<file path="src/rtl/usb_fs_tx_serializer.sv">
// Full-speed USB transmit bit engine: SYNC, LSB-first data, bit stuffing, NRZI, EOP.
// One line symbol per bit_tick; tx_ready is combinational at each byte slot.
module usb_fs_tx_serializer #(
    parameter logic [7:0]  SYNC_PATTERN = 8'h80,
    parameter int unsigned STUFF_LEN    = 6,
    parameter int unsigned EOP_SE0_BITS = 2
) (
    input  logic       clk,
    input  logic       rst,
    input  logic       bit_tick,
    input  logic       tx_valid,
    input  logic [7:0] tx_data,
    input  logic       tx_last,
    output logic       tx_ready,
    output logic       usb_dp,
    output logic       usb_dm,
    output logic       usb_oe,
    output logic       busy,
    output logic       done,
    output logic       underrun
);

    localparam int unsigned   OW       = $clog2(STUFF_LEN + 1);
    localparam int unsigned   EW       = $clog2(EOP_SE0_BITS + 1);
    localparam logic [OW-1:0] ONES_MAX = OW'(STUFF_LEN);
    localparam logic [EW-1:0] SE0_MAX  = EW'(EOP_SE0_BITS);

    typedef enum logic [2:0] {S_IDLE, S_SYNC, S_DATA, S_EOP_SE0, S_EOP_J} state_t;

    state_t        state_q, state_d;
    logic [2:0]    bit_cnt_q, bit_cnt_d;
    logic [OW-1:0] ones_q, ones_d;
    logic [EW-1:0] se0_cnt_q, se0_cnt_d;
    logic [7:1]    shift_q, shift_d;
    logic          last_q, last_d;
    logic          dp_q, dp_d, dm_q, dm_d, oe_q, oe_d;
    logic          busy_q, busy_d, done_q, done_d, und_q, und_d;
    logic          stuff_due, slot, emit_vld, emit_val, eop;

    always_ff @(posedge clk) begin
        if (rst) begin
            state_q   <= S_IDLE;
            bit_cnt_q <= '0;
            ones_q    <= '0;
            se0_cnt_q <= '0;
            shift_q   <= '0;
            last_q    <= 1'b0;
            dp_q      <= 1'b1;
            dm_q      <= 1'b0;
            oe_q      <= 1'b0;
            busy_q    <= 1'b0;
            done_q    <= 1'b0;
            und_q     <= 1'b0;
        end else begin
            state_q   <= state_d;
            bit_cnt_q <= bit_cnt_d;
            ones_q    <= ones_d;
            se0_cnt_q <= se0_cnt_d;
            shift_q   <= shift_d;
            last_q    <= last_d;
            dp_q      <= dp_d;
            dm_q      <= dm_d;
            oe_q      <= oe_d;
            busy_q    <= busy_d;
            done_q    <= done_d;
            und_q     <= und_d;
        end
    end

    always_comb begin
        state_d   = state_q;
        bit_cnt_d = bit_cnt_q;
        ones_d    = ones_q;
        se0_cnt_d = se0_cnt_q;
        shift_d   = shift_q;
        last_d    = last_q;
        dp_d      = dp_q;
        dm_d      = dm_q;
        oe_d      = oe_q;
        busy_d    = busy_q;
        done_d    = 1'b0;
        und_d     = 1'b0;
        emit_vld  = 1'b0;
        emit_val  = 1'b0;
        eop       = 1'b0;
        if (bit_tick) begin
            unique case (state_q)
                S_IDLE: begin
                    if (tx_valid) begin
                        state_d   = S_SYNC;
                        oe_d      = 1'b1;
                        busy_d    = 1'b1;
                        last_d    = 1'b0;
                        bit_cnt_d = 3'd1;
                        emit_vld  = 1'b1;
                        emit_val  = SYNC_PATTERN[0];
                    end
                end
                S_SYNC: begin
                    emit_vld = 1'b1;
                    if (!stuff_due) begin
                        emit_val  = SYNC_PATTERN[bit_cnt_q];
                        bit_cnt_d = bit_cnt_q + 3'd1;
                        if (bit_cnt_q == 3'd7) state_d = S_DATA;
                    end
                end
                S_DATA: begin
                    // A due stuff bit always wins; the pending data bit or slot waits a tick.
                    if (stuff_due) begin
                        emit_vld = 1'b1;
                    end else if (bit_cnt_q == 3'd0) begin
                        if (last_q) begin
                            eop = 1'b1;
                        end else if (tx_valid) begin
                            emit_vld  = 1'b1;
                            emit_val  = tx_data[0];
                            shift_d   = tx_data[7:1];
                            last_d    = tx_last;
                            bit_cnt_d = 3'd1;
                        end else begin
                            und_d = 1'b1;
                            eop   = 1'b1;
                        end
                    end else begin
                        emit_vld  = 1'b1;
                        emit_val  = shift_q[bit_cnt_q];
                        bit_cnt_d = bit_cnt_q + 3'd1;
                    end
                end
                S_EOP_SE0: begin
                    if (se0_cnt_q == SE0_MAX) begin
                        state_d = S_EOP_J;
                        dp_d    = 1'b1;
                        dm_d    = 1'b0;
                    end else begin
                        se0_cnt_d = se0_cnt_q + EW'(1);
                    end
                end
                S_EOP_J: begin
                    state_d = S_IDLE;
                    oe_d    = 1'b0;
                    busy_d  = 1'b0;
                    done_d  = 1'b1;
                end
                default: state_d = S_IDLE;
            endcase
            if (eop) begin
                state_d   = S_EOP_SE0;
                dp_d      = 1'b0;
                dm_d      = 1'b0;
                se0_cnt_d = EW'(1);
                ones_d    = '0;
                bit_cnt_d = 3'd0;
            end
            // NRZI: a 0 toggles J<->K, a 1 holds the line.
            if (emit_vld) begin
                if (emit_val) begin
                    ones_d = ones_q + OW'(1);
                end else begin
                    dp_d   = ~dp_q;
                    dm_d   = dp_q;
                    ones_d = '0;
                end
            end
        end
    end

    always_comb begin
        stuff_due = (ones_q == ONES_MAX);
        slot      = (state_q == S_DATA) && (bit_cnt_q == 3'd0) && !last_q;
        tx_ready  = bit_tick && slot && !stuff_due;
    end

    assign usb_dp   = dp_q;
    assign usb_dm   = dm_q;
    assign usb_oe   = oe_q;
    assign busy     = busy_q;
    assign done     = done_q;
    assign underrun = und_q;

endmodule

</file>
<file path="config.mk">
export PLATFORM = sky130hd
export DESIGN_NAME = usb_fs_tx_serializer
export DESIGN_NICKNAME = d
export VERILOG_FILES = /design/src/rtl/usb_fs_tx_serializer.sv
export SDC_FILE = /design/constraint.sdc
export NUM_CORES = 1
export LEC_CHECK = 0
export BUFFER_PORTS_ARGS = -buffer_cell sky130_fd_sc_hd__buf_2
export CAP_MARGIN = 20
export CORE_MARGIN = 2
export CORE_UTILIZATION = 51
export DETAILED_ROUTE_END_ITERATION = 10
export MAX_ROUTING_LAYER = met4
export PLACE_DENSITY = 0.75
export SETUP_SLACK_MARGIN = 0.1
export SYNTH_ARGS = -nofsm -noshare
export SYNTH_HDL_FRONTEND = slang
export SYNTH_SLANG_ARGS = --single-unit
</file>
<file path="constraint.sdc">
create_clock -name clk -period 2 [get_ports clk]
set_input_delay 0.3 -clock clk [delete_from_list [all_inputs] [get_ports clk]]
set_output_delay 0.3 -clock clk [all_outputs]
set_load 0.02 [all_outputs]
</file>
==> results.md <==
* Result of the run: finished, final reports clean
* Post-Syn Nets at 193
* Placement Rows at 19
* Number of sinks on the clock net at 25
* Detailed-route vias per instance at 6.17
* Die X at 57.2 um
* Fraction of final layout cells sized beyond drive strength 1 at 0.286
* Filler Cell Count at 230
* Clock period minus final worst setup slack at 2.00 ns
* Share of the clock period used by the worst path at 1.00
* Number of synthesized flops with an enable pin at 0
* Antenna Nets Post-Route at 0
* Worst Hold Path EP: shift_q[3]
* Slew at the pin with the worst max-slew slack at 0.436 ns
* Static leakage at 0.725 nW
* Final GP Congestion at 0.840
* Worst-path fanout max at 3
* Number of global-route vias before repair at 1405
* Largest voltage drop on the vdd net at 0.000423 V
* Clock latency of the later-clocked register in the worst-skew pair at 0.32 ns
* Final routed DRC violation total at 0
* Cell-by-cell trace of the critical path: inv_2, ha_4, buf_4, nand2b_4, or3_4, nor2_4, buf_6
* Capture point of the worst reg-to-reg path: state_q[1]
* Antenna violations before repair at 0
* DP Wirelength at 2620 um
* Origin of the worst min-delay path: tx_data[3]
* Syn avg cell area at 8.30 um2
* Synth async-reset ratio at 0
* CTS tree: built
* Vias at 1418
* WL final at 3680 um
* First-iteration detailed-routing DRC count at 48
* Clock buffers created by TritonCTS at 3
* Kind of cell adding the most delay to the critical path: simple AND/OR/NAND/NOR gates
* Top FF cell, synth: dfxtp_1
* Clk root buf: clkbuf_4
* Critical path start-end classification: flop to primary output
* Cell count after placement at 223
* Number of standard cells after synthesis at 174
* Die height at 57.2 um
* Worst Hold Slack at 0.198 ns
* Final cell count without fillers at 230
* Fin Clk Skew at 0.0108 ns
* Synth area leader: dfxtp_1
* Pin count of the biggest net entering global routing at 26
* Post-synth top area share at 0.347
* Peak Freq at 500 MHz
* Initial core utilization at 0.528
* Total inserted antenna cells at 0
* Power per standard cell area at 606 nW/um2
* Category of the worst setup path capture point: primary output
* Core area at 2730 um2
* Number of buffers added on ports at 19
* Data arrival time at the worst-slack endpoint at 1.70 ns
* Number of max-capacitance violations reported at 0
* CP Buf/Inv Count at 3
* Internal reg-to-reg setup slack at 0.10 ns
* Worst reg2reg path startpoint: bit_cnt_q[0]
* Total power of the final layout at 1.05 mW
* CTS max path bufs at 2
* Final setup viols at 0
* Final Util at 0.636
* GRT Residual Overflow at 0
* Max-slew violation total from the final report at 0
* Post-route cell area at 1740 um2
* Netlist cell types at 48
* Number of nets in the final layout at 219
* H-tree lvl count at 1
* Global-route wire length before repair at 6250 um
* Detailed Routing Iterations Pass 1 at 5
* Ranking of synthesized cells by area: dfxtp_1, nor2_1, mux2i_1
* Clock transition at the registers of the reported paths at 0.13 ns
* Number of cells on the worst reg-to-reg path at 8
* Max stage delay cell, worst path: or3_4
* CP required at 1.70 ns
* Worst stage delay on the critical path at 0.39 ns
* IO Pins at 20
* Hold violation count in the final report at 0
* Worst min-delay path category: input port to flop
* Slew headroom at 0.709
* Flip-flop and latch count after synthesis at 25
* Area delta synth->final at 20.5%
* Sequential area share after synthesis at 0.347
* Synth warn at 0
* RSZ-0062 raised after global routing: true
* Tot GR Track Use at 0.249
* Cells on Worst Hold Path at 3
* Placed cell area at 1600 um2
* Startpoint kind of the worst setup timing path: flop
* Hold buffers post-CTS at 0
* Post-Synthesis Cell Area at 1440 um2
* Post-DR wirelength/cell at 16.0 um
* Total Die Area at 3270 um2
[flip-flops by register name (all words and copies together) (netlist names), named ones only]
signal     flops
busy           1
se0_cnt_q      2
ones_q         3
usb_dp         1
done           1
state_q        3
bit_cnt_q      3
usb_dm         1
shift_q        7
last_q         1
underrun       1
[area by class of cell]
cell class	instances	area (um2)	share of cell area
Clock buffer	4	26.3	0.0151
Timing Repair Buffer	32	199	0.114
Sequential cell	25	505	0.291
Multi-Input combinational cell	130	940	0.540
Tap cell	31	38.8	0.0223
Inverter	8	30.0	0.0173
[power by group]
group	internal [mW]	leakage, nW	switching [mW]	total (mW)
Combinational	0.121	0.505	0.166	0.287
Clock	0.0781	0.0150	0.147	0.225
Sequential	0.520	0.205	0.0222	0.542
[cell families after synthesis]
kind of cell,Yosys count,synth area share
buffers and inverters,19,0.0555
xor gates and xnor gates,1,0.00607
muxes,10,0.0780
AOI/OAI and AO/OA,44,0.218
DFF,25,0.347
adders and majority gates,6,0.0520
and+or+nand+nor,69,0.244
[Yosys cell counts, drive strengths merged (2+ instances only)]
cell / instances
a31oi: 4
dfxtp: 25
a311oi: 2
a211o: 2
nand3: 2
buf: 5
nor4: 2
ha: 6
nor2b: 4
o22ai: 2
nor2: 27
and2b: 2
clkbuf: 6
nand2b: 5
o211ai: 3
or3: 2
nand2: 11
inv: 8
a211oi: 5
nor3: 2
mux2i: 9
a2111oi: 2
a32oi: 2
a21oi: 12
and4: 2
nor3b: 2
o21ai: 4
[tightest hold or removal path, delay by kind of cell]
kind / cells / cell delay [ns]
muxes: 1 / 0.05
and+or+nand+nor: 1 / 0.07
buffers and inverters: 1 / 0.07
[repair_timing]
item	in CTS	in global routing
resized for setup	12	12
pin swaps	4	4
endpoints found under the setup margin	11	14
setup buffers	3	0
[layout by cell type (no fill, tap or decap), types with 4 or more instances in the layout]
cell,n
buf_4,13
nor2b_1,4
inv_1,5
buf_2,18
dfxtp_1,21
nor2_1,26
mux2i_1,9
nand2_1,10
a21oi_1,10
nand2b_1,4
dfxtp_2,4
o21ai_0,4
ha_1,4
[how the worst max path moves through the flow]
| stage | start | endpoint | slack [ns] | depth (start not counted) |
|---|---|---|---|---|
| 6_report | bit_cnt_q[0] | tx_ready | 0.00004 | 7 |
| 5_1_grt | ones_q[0] | tx_ready | -0.06 | 7 |
| 4_1_cts | ones_q[0] | tx_ready | 0.003 | 7 |
| 3_5_place_dp | ones_q[0] | shift_q[6] | 0.02 | 7 |
| 3_3_place_gp | bit_cnt_q[0] | flop | 0.08 | 7 |
| 2_1_floorplan | ones_q[0] | shift_q[6] | 0.11 | 8 |
[metal layers]
layer  track usage  share of wire
met2         0.383           0.47
met4         0.133          0.042
met1         0.319           0.43
met3        0.0317          0.055
met5             -              0
[stage by stage]
stage | setup TNS, ns | setup slack [ns]
after CTS | 0 | 0.00330
after floorplan | 0 | 0.106
after global routing | -0.106 | -0.0636
after global placement | 0 | 0.0802
after detailed placement | 0 | 0.0199
final | 0 | 0.0000433
No activity file was read; power rests on OpenSTA's default activity.
